==> src/rtl/conv_single_host.sv <==
// -----------------------------------------------------------------------------
// conv_single_host
//
// Host-side initiator for the single-PE 3x3 convolution array. A 25-byte
// stream (4x4 activation tile, then 3x3 filter, both row-major) is loaded
// into operand registers that drive the array. The block then enables the
// array, waits for its completion strobe, captures the four 2x2 results and
// streams them out one byte at a time. A run that outlasts TIMEOUT cycles is
// abandoned with a one-cycle err pulse.
//
// Parameters
//   TIMEOUT        maximum number of RUN cycles before done_single must arrive
//
// Ports
//   clk            clock, rising edge
//   rst            synchronous active-high reset
//   in_valid       upstream byte valid
//   in_data[7:0]   upstream byte
//   in_ready       loader can accept a byte (LOAD state, not in reset)
//   active_single  run enable to the array (registered state decode)
//   a11..a44[7:0]  activation operand registers to the array
//   b11..b33[7:0]  filter operand registers to the array
//   done_single    array completion strobe (only honoured in RUN)
//   c11..c22[7:0]  array results
//   out_valid      result byte valid
//   out_data[7:0]  result byte, order c11, c12, c21, c22
//   out_last       marks the fourth result byte
//   out_ready      downstream accepts the byte
//   err            one-cycle pulse when the run times out
// -----------------------------------------------------------------------------

// Protocol checker bound inside the top level; holds the interface assertions.
module conv_single_host_chk (
    input logic       clk,
    input logic       rst,
    input logic       in_ready,
    input logic       active_single,
    input logic       out_valid,
    input logic       out_ready,
    input logic [7:0] out_data,
    input logic       err
);
    // The array enable and the result port are never active together.
    a_run_send_exclusive: assert property (@(posedge clk) disable iff (rst)
        !(active_single && out_valid));

    // The loader never accepts bytes while the array is running.
    a_load_run_exclusive: assert property (@(posedge clk) disable iff (rst)
        !(in_ready && active_single));

    // A timeout can only be flagged during a run.
    a_err_in_run: assert property (@(posedge clk) disable iff (rst)
        err |-> active_single);

    // A stalled result byte stays presented and unchanged.
    a_out_hold: assert property (@(posedge clk) disable iff (rst)
        (out_valid && !out_ready) |=> (out_valid && $stable(out_data)));
endmodule

module conv_single_host #(
    parameter int TIMEOUT = 64
) (
    input  logic       clk,
    input  logic       rst,
    input  logic       in_valid,
    input  logic [7:0] in_data,
    output logic       in_ready,
    output logic       active_single,
    output logic [7:0] a11, a12, a13, a14,
    output logic [7:0] a21, a22, a23, a24,
    output logic [7:0] a31, a32, a33, a34,
    output logic [7:0] a41, a42, a43, a44,
    output logic [7:0] b11, b12, b13,
    output logic [7:0] b21, b22, b23,
    output logic [7:0] b31, b32, b33,
    input  logic       done_single,
    input  logic [7:0] c11, c12, c21, c22,
    output logic       out_valid,
    output logic [7:0] out_data,
    output logic       out_last,
    input  logic       out_ready,
    output logic       err
);

    localparam int               RUN_W     = (TIMEOUT > 1) ? $clog2(TIMEOUT) : 1;
    localparam logic [RUN_W-1:0] RUN_LAST  = RUN_W'(TIMEOUT - 1);
    localparam logic [RUN_W-1:0] RUN_ONE   = RUN_W'(1);
    localparam logic [4:0]       LOAD_LAST = 5'd24;

    typedef enum logic [1:0] {
        ST_LOAD = 2'd0,
        ST_RUN  = 2'd1,
        ST_SEND = 2'd2
    } state_t;

    state_t           state_r;
    state_t           state_nxt_s;

    logic [4:0]       load_cnt_r;
    logic [RUN_W-1:0] run_cnt_r;
    logic [1:0]       send_idx_r;
    logic [1:0]       send_idx_inc_s;

    logic [7:0]       a_r   [16];
    logic [7:0]       b_r   [9];
    logic [7:0]       res_r [4];

    logic             active_r;
    logic             out_valid_r;
    logic [7:0]       out_data_r;
    logic             out_last_r;

    logic             load_acc_s;
    logic             load_last_s;
    logic             capture_s;
    logic             timeout_s;
    logic             send_acc_s;
    logic             send_last_s;
    logic [7:0]       out_data_nxt_s;
    logic             out_last_nxt_s;

    // in_ready is forced low during reset so no byte is taken in that cycle.
    assign in_ready       = (state_r == ST_LOAD) && !rst;
    assign active_single  = active_r;
    assign out_valid      = out_valid_r;
    assign out_data       = out_data_r;
    assign out_last       = out_last_r;
    // err must coincide with the cycle the timeout is detected and lose to a
    // simultaneous done, so it is decoded from state rather than registered.
    assign err            = timeout_s;
    assign send_idx_inc_s = send_idx_r + 2'd1;

    assign a11 = a_r[0];   assign a12 = a_r[1];   assign a13 = a_r[2];   assign a14 = a_r[3];
    assign a21 = a_r[4];   assign a22 = a_r[5];   assign a23 = a_r[6];   assign a24 = a_r[7];
    assign a31 = a_r[8];   assign a32 = a_r[9];   assign a33 = a_r[10];  assign a34 = a_r[11];
    assign a41 = a_r[12];  assign a42 = a_r[13];  assign a43 = a_r[14];  assign a44 = a_r[15];
    assign b11 = b_r[0];   assign b12 = b_r[1];   assign b13 = b_r[2];
    assign b21 = b_r[3];   assign b22 = b_r[4];   assign b23 = b_r[5];
    assign b31 = b_r[6];   assign b32 = b_r[7];   assign b33 = b_r[8];

    // State register.
    always_ff @(posedge clk) begin
        if (rst) begin
            state_r <= ST_LOAD;
        end else begin
            state_r <= state_nxt_s;
        end
    end

    // Next-state decode, handshake strobes and next values of the result port.
    always_comb begin
        state_nxt_s    = state_r;
        load_acc_s     = 1'b0;
        load_last_s    = 1'b0;
        capture_s      = 1'b0;
        timeout_s      = 1'b0;
        send_acc_s     = 1'b0;
        send_last_s    = 1'b0;
        out_data_nxt_s = out_data_r;
        out_last_nxt_s = out_last_r;

        case (state_r)
            ST_LOAD: begin
                load_acc_s  = in_valid && in_ready;
                load_last_s = load_acc_s && (load_cnt_r == LOAD_LAST);
                if (load_last_s) begin
                    state_nxt_s = ST_RUN;
                end else begin
                    state_nxt_s = ST_LOAD;
                end
            end
            ST_RUN: begin
                // done has priority over the timeout check in the same cycle
                capture_s = done_single;
                timeout_s = !done_single && (run_cnt_r == RUN_LAST);
                if (capture_s) begin
                    state_nxt_s    = ST_SEND;
                    out_data_nxt_s = c11;
                    out_last_nxt_s = 1'b0;
                end else if (timeout_s) begin
                    state_nxt_s = ST_LOAD;
                end else begin
                    state_nxt_s = ST_RUN;
                end
            end
            ST_SEND: begin
                send_acc_s  = out_valid_r && out_ready;
                send_last_s = send_acc_s && (send_idx_r == 2'd3);
                if (send_last_s) begin
                    state_nxt_s    = ST_LOAD;
                    out_data_nxt_s = 8'd0;
                    out_last_nxt_s = 1'b0;
                end else if (send_acc_s) begin
                    state_nxt_s    = ST_SEND;
                    out_data_nxt_s = res_r[send_idx_inc_s];
                    out_last_nxt_s = (send_idx_inc_s == 2'd3);
                end else begin
                    state_nxt_s = ST_SEND;
                end
            end
            default: begin
                state_nxt_s = ST_LOAD;
            end
        endcase
    end

    // Operand registers, result capture and the load/run/send counters.
    always_ff @(posedge clk) begin
        if (rst) begin
            for (int i = 0; i < 16; i++) begin
                a_r[i] <= 8'd0;
            end
            for (int i = 0; i < 9; i++) begin
                b_r[i] <= 8'd0;
            end
            for (int i = 0; i < 4; i++) begin
                res_r[i] <= 8'd0;
            end
            load_cnt_r <= 5'd0;
            run_cnt_r  <= {RUN_W{1'b0}};
            send_idx_r <= 2'd0;
        end else begin
            if (load_acc_s) begin
                // indices 16..24 have bit 4 set and low bits 0..8: filter slots
                if (load_cnt_r[4]) begin
                    b_r[load_cnt_r[3:0]] <= in_data;
                end else begin
                    a_r[load_cnt_r[3:0]] <= in_data;
                end
                if (load_last_s) begin
                    load_cnt_r <= 5'd0;
                end else begin
                    load_cnt_r <= load_cnt_r + 5'd1;
                end
            end

            // counts RUN cycles; zero on entry and whenever not running
            if ((state_r == ST_RUN) && (state_nxt_s == ST_RUN)) begin
                run_cnt_r <= run_cnt_r + RUN_ONE;
            end else begin
                run_cnt_r <= {RUN_W{1'b0}};
            end

            if (capture_s) begin
                res_r[0] <= c11;
                res_r[1] <= c12;
                res_r[2] <= c21;
                res_r[3] <= c22;
            end

            if (send_acc_s) begin
                if (send_last_s) begin
                    send_idx_r <= 2'd0;
                end else begin
                    send_idx_r <= send_idx_inc_s;
                end
            end
        end
    end

    // Registered outputs decoded from the next state, so they are glitch-free.
    always_ff @(posedge clk) begin
        if (rst) begin
            active_r    <= 1'b0;
            out_valid_r <= 1'b0;
            out_data_r  <= 8'd0;
            out_last_r  <= 1'b0;
        end else begin
            active_r    <= (state_nxt_s == ST_RUN);
            out_valid_r <= (state_nxt_s == ST_SEND);
            out_data_r  <= out_data_nxt_s;
            out_last_r  <= out_last_nxt_s;
        end
    end

    conv_single_host_chk u_chk (
        .clk           (clk),
        .rst           (rst),
        .in_ready      (in_ready),
        .active_single (active_single),
        .out_valid     (out_valid),
        .out_ready     (out_ready),
        .out_data      (out_data),
        .err           (err)
    );

endmodule

==> config.mk <==
export PLATFORM = sky130hd
export DESIGN_NAME = conv_single_host
export DESIGN_NICKNAME = d
export VERILOG_FILES = /design/src/rtl/conv_single_host.sv
export SDC_FILE = /design/constraint.sdc
export NUM_CORES = 1
export LEC_CHECK = 0
export CORE_ASPECT_RATIO = 1.25
export CORE_MARGIN = 8
export CORE_UTILIZATION = 34
export CTS_CLUSTER_SIZE = 24
export DETAILED_ROUTE_END_ITERATION = 8
export DONT_BUFFER_PORTS = 1
export MAX_ROUTING_LAYER = met4
export PLACE_DENSITY = 0.56
export SKIP_CTS_REPAIR_TIMING = 1
export SYNTH_ARGS = -nofsm -noshare
export SYNTH_HDL_FRONTEND = slang
export SYNTH_SLANG_ARGS = --single-unit
==> constraint.sdc <==
create_clock -name clk -period 2.1 [get_ports clk]
set_input_delay 0.525 -clock clk [delete_from_list [all_inputs] [get_ports clk]]
set_output_delay 0.525 -clock clk [all_outputs]
set_load 0.05 [all_outputs]
==> results_tabular.tex <==
\begin{tabular}{lr}
\hline
Metric & Value \\
\hline
\multicolumn{2}{l}{\textbf{Timing}} \\
Count of pins over their slew limit & 0 \\
Clock period minus worst slack & slightly above 2000 ps \\
Headroom to the max-slew limit & 51.9\% \\
Hold violation total from the final report & 0 \\
Unrepaired setup endpoints after global routing & true \\
Clk\_skew & $\sim$17 ps \\
Max Clk Rate & around 480 MHz \\
Aggregate negative setup slack & 0 ps \\
Least-Margin Pin Slew & 719 ps \\
Period utilization & between 90\% and 100\% \\
Number of setup violations in the final report & 0 \\
\multicolumn{2}{l}{\textbf{Synthesis}} \\
Number of distinct library cells after synthesis & 40 \\
Synthesized area per cell & 13.6 um2 \\
Share of cell area taken by muxes after synthesis & 1.80\% \\
Complex-gate fraction of the synthesized area & between 3 and 4\% \\
Post-Syn Instances & around 740 \\
Post-Syn Nets & approximately 800 \\
Post-synthesis share of cell area spent on full adders, half adders and majority gates & less than 1\% \\
Count of flip-flops with a built-in enable after synthesis & roughly 230 \\
Most area-hungry cell type in the Yosys netlist & sky130\_fd\_sc\_hd\_\_edfxtp\_1 \\
Most common cell in the synthesized netlist & sky130\_fd\_sc\_hd\_\_edfxtp\_1 \\
Primary flip-flop cell chosen by synthesis mapping & sky130\_fd\_sc\_hd\_\_edfxtp\_1 \\
Yosys warning count & 0 \\
Leading cell types by total area after synthesis & sky130\_fd\_sc\_hd\_\_edfxtp\_1 (70\%), sky130\_fd\_sc\_hd\_\_nor2\_1 (6.3\%), sky130\_fd\_sc\_hd\_\_and2\_1 (5.7\%) \\
Area of the mapped netlist & about 0.010 mm2 \\
Synthesized-area fraction occupied by xor and xnor cells & less than 1\% \\
Largest family of logic cells by synthesized area & simple AND/OR/NAND/NOR gates \\
Top cells by count, synth & sky130\_fd\_sc\_hd\_\_edfxtp\_1 (232), sky130\_fd\_sc\_hd\_\_nor2\_1 (169), sky130\_fd\_sc\_hd\_\_and2\_1 (91) \\
Post-synth ARST share & 0\% \\
Number of synthesized register bits & roughly 260 \\
Post-Synth Simple-Gate Area & $\sim$17\% \\
Sequential share of the synthesized area & between 70\% and 80\% \\
Area fraction of the dominant cell type after synthesis & 69.6\% \\
\multicolumn{2}{l}{\textbf{Final layout}} \\
Fraction of layout cells with a size suffix above 1 & 16.0\% \\
Ant. Diodes & 0 \\
Number of nets in the layout & 826 \\
Relative area change from synthesis to final layout & 17.2\% \\
Utilization after layout & between 40\% and 50\% \\
\multicolumn{2}{l}{\textbf{Route}} \\
DRC violation count after routing & 0 \\
Drt wl/cell & approximately 23 um \\
Detailed-route via count & between 5000 and 6000 \\
Routed vias/inst & a little under 5 \\
WL final & $\sim$27000 um \\
Post-DRT Antenna Nets & 0 \\
Drt initial violations & roughly 400 \\
TritonRoute pass-1 iters & 5 \\
\multicolumn{2}{l}{\textbf{Setup path}} \\
R2R Setup Slk & 270 ps \\
Launching element type of the critical path & flop \\
Sort of element at the end of the critical path & primary output \\
Class of the most critical setup path & flop to primary output \\
Slowest Stage Delay on Critical Path & $\sim$350 ps \\
Maximum fanout along the worst path & 5 \\
Cells along the critical path & buf\_4 -> nand2b\_4 -> nor3\_2 -> buf\_6 \\
Reg-to-reg critical path startpoint & state\_r[0]\$\_SDFF\_PP0\_ \\
Data arrival time at the worst-slack endpoint & 1540 ps \\
Capture point of the worst reg-to-reg path & res\_r[3][2]\$\_SDFFCE\_PN0P\_ \\
Required arrival time at the worst endpoint & $\sim$1600 ps \\
Slowest cell on crit path & sky130\_fd\_sc\_hd\_\_dfxtp\_2 \\
Number of cell instances on the worst register-to-register path & 5 \\
\multicolumn{2}{l}{\textbf{GRT}} \\
Largest net degree at the start of global routing & 34 \\
Number of global-route vias before repair & around 5800 \\
Combined global-route utilization of all metal layers & around 15\% \\
Global-route wire length before repair & 38700 um \\
Antenna violations before repair & 0 \\
GRT Residual Overflow & 0 \\
\multicolumn{2}{l}{\textbf{Clocking}} \\
Source-to-sink clock delay at the later pin of the worst-skew pair & between 500 and 600 ps \\
Worst-path clk slew & 70 ps \\
Total number of clock tree sinks & 258 \\
H-tree depth & 1 \\
Maximum clock insertion buffer count & 3 \\
CTS tree & done \\
Buffer cell driving the clock tree root & sky130\_fd\_sc\_hd\_\_clkbuf\_16 \\
Total clock buffers created by CTS & 27 \\
\multicolumn{2}{l}{\textbf{Placed design}} \\
Number of I/O port buffers & 0 \\
Last weighted congestion value of the routability-driven placer & slightly above 0.8 \\
HPWL after DPL & 19600 um \\
\multicolumn{2}{l}{\textbf{Pwr}} \\
Cell leakage power & roughly 4.1 nW \\
Power density relative to cell area & 977 mW/mm2 \\
Net Switching & between 2 and 3 mW \\
Internal Pwr Total & approximately 8.7 mW \\
Clock share of power & between 40\% and 50\% \\
Portion of total power attributed to sequential cells & between 50\% and 60\% \\
Switching part of the total & between 20\% and 30\% \\
Combinational share of power & under 10\% \\
Maximum VDD drop & roughly 730 uV \\
\multicolumn{2}{l}{\textbf{Die}} \\
Initial standard-cell utilization of the core & about a third \\
Die height & between 200 and 250 um \\
Placeable Area & 0.0292 mm2 \\
Cell row count & 70 \\
Die W & 170 um \\
Die ar. & approximately 0.035 mm2 \\
Top-level port count & between 200 and 300 \\
\multicolumn{2}{l}{\textbf{Hold path}} \\
Min-Delay Path Class & input port to flop \\
Endpoint of the worst hold path & out\_data[4]\$\_SDFFE\_PP0P\_ \\
Worst hold path startpoint & rst \\
Cell depth of the worst min-delay path & 1 \\
\multicolumn{2}{l}{\textbf{Flow run}} \\
Reported max-cap violation count & 0 \\
\multicolumn{2}{l}{\textbf{Run status}} \\
Status & completed \\
\hline
\end{tabular}
==> per-stage QoR <==
stage	power [mW]	hold WS, ps	setup slack, ps	instance area (um2)	std cells
4_1_cts	11.6	32.6	-123	11700	1190
5_1_grt	11.8	32.7	-30.6	11700	1190
6_report	11.5	55.0	32.1	11700	1190
2_1_floorplan	6.60	431	-14.7	10100	736
3_5_place_dp	6.76	456	104	10800	1141
3_3_place_gp	6.75	451	96.0	10800	1141
==> worst max-delay path by stage <==
stage	startpoint	end	cells after the start
floorplan	rst	a_r[13][0]$_SDFFCE_PN0P_	3
global placement	rst	a_r[15][5]$_SDFFCE_PN0P_	5
detailed placement	rst	a_r[15][5]$_SDFFCE_PN0P_	5
CTS	state_r[1]$_SDFF_PP0_	err	4
global route	state_r[1]$_SDFF_PP0_	err	4
finish	state_r[1]$_SDFF_PP0_	err	4
==> layer usage <==
layer  global-route usage (%)  routed length (um)  share of wire [%]
met1                     16.0               10000                 37
met2                     26.4               14000                 52
met3                     4.05                2060                7.7
met4                     5.44                 825                3.1
met5                        -                   0                  0
==> cell type report <==
cell class / instances / area [um2]
multi-input cells: 422 / 2350
clock inverters: 14 / 155
fillers: 2715 / 17400
flip-flops and latches: 258 / 7490
clock buffers: 35 / 736
well taps: 396 / 495
inverters: 7 / 26.3
repair buffers: 58 / 477
==> worst max-delay path: cells and delay by family, from the launching register on <==
kind	cells	cell delay (ps)
flops	1	350
buf+inv	2	340
simple gates	2	320
==> sequential cells by signal, summed over array words and instances, names as in the netlist, 2 cells and up <==
name,cells
send_idx_r,2
state_r,2
res_r,32
b_r,72
run_cnt_r,6
out_data,8
a_r,128
load_cnt_r,5
==> power groups by stage <==
stage	combinational [mW]	clock (mW)	sequential, mW
after floorplan	0.170	0	6.43
after global placement	0.257	0	6.49
after detailed placement	0.263	0	6.49
after CTS	0.264	4.93	6.39
after global routing	0.286	5.10	6.39
final	0.261	4.82	6.38
==> cells in the final DEF (no fill, tap or decap), types with 2 or more instances in the layout <==
| cell type | netlist | layout |
|---|---|---|
| sky130_fd_sc_hd__bufinv_16 | 0 | 3 |
| sky130_fd_sc_hd__o21ai_1 | 1 | 2 |
| sky130_fd_sc_hd__xor2_1 | 3 | 3 |
| sky130_fd_sc_hd__buf_12 | 0 | 3 |
| sky130_fd_sc_hd__clkinv_1 | 0 | 2 |
| sky130_fd_sc_hd__clkinvlp_4 | 0 | 2 |
| sky130_fd_sc_hd__inv_1 | 7 | 7 |
| sky130_fd_sc_hd__clkbuf_1 | 35 | 5 |
| sky130_fd_sc_hd__clkbuf_8 | 0 | 3 |
| sky130_fd_sc_hd__and2_1 | 91 | 90 |
| sky130_fd_sc_hd__mux4_2 | 8 | 8 |
| sky130_fd_sc_hd__dfxtp_1 | 26 | 22 |
| sky130_fd_sc_hd__nand2_1 | 49 | 49 |
| sky130_fd_sc_hd__clkbuf_16 | 0 | 27 |
| sky130_fd_sc_hd__nand2b_1 | 3 | 2 |
| sky130_fd_sc_hd__edfxtp_1 | 232 | 232 |
| sky130_fd_sc_hd__a21oi_1 | 9 | 9 |
| sky130_fd_sc_hd__inv_6 | 0 | 2 |
| sky130_fd_sc_hd__nor3_2 | 0 | 2 |
| sky130_fd_sc_hd__o21ai_0 | 23 | 22 |
| sky130_fd_sc_hd__nand3_1 | 7 | 7 |
| sky130_fd_sc_hd__clkinv_2 | 0 | 5 |
| sky130_fd_sc_hd__nand4_1 | 2 | 2 |
| sky130_fd_sc_hd__or2_1 | 6 | 6 |
| sky130_fd_sc_hd__buf_4 | 0 | 54 |
| sky130_fd_sc_hd__and3_1 | 6 | 6 |
| sky130_fd_sc_hd__ha_1 | 7 | 6 |
| sky130_fd_sc_hd__nor2b_1 | 3 | 3 |
| sky130_fd_sc_hd__nor3_1 | 4 | 2 |
| sky130_fd_sc_hd__nand3b_1 | 2 | 2 |
| sky130_fd_sc_hd__o31ai_2 | 0 | 5 |
| sky130_fd_sc_hd__a211oi_1 | 8 | 8 |
| sky130_fd_sc_hd__dfxtp_2 | 0 | 4 |
| sky130_fd_sc_hd__nor2_1 | 169 | 169 |
| sky130_fd_sc_hd__nand4b_1 | 2 | 2 |
==> kinds of logic after synthesis <==
group | after synthesis
flip-flops | 258
multiplexers | 8
AO/OA/AOI/OAI | 53
buffers and inverters | 56
AND/OR/NAND/NOR | 350
XOR/XNOR | 4
adder cells (fa/ha/maj) | 7
No activity file was read; power rests on OpenSTA's default activity.
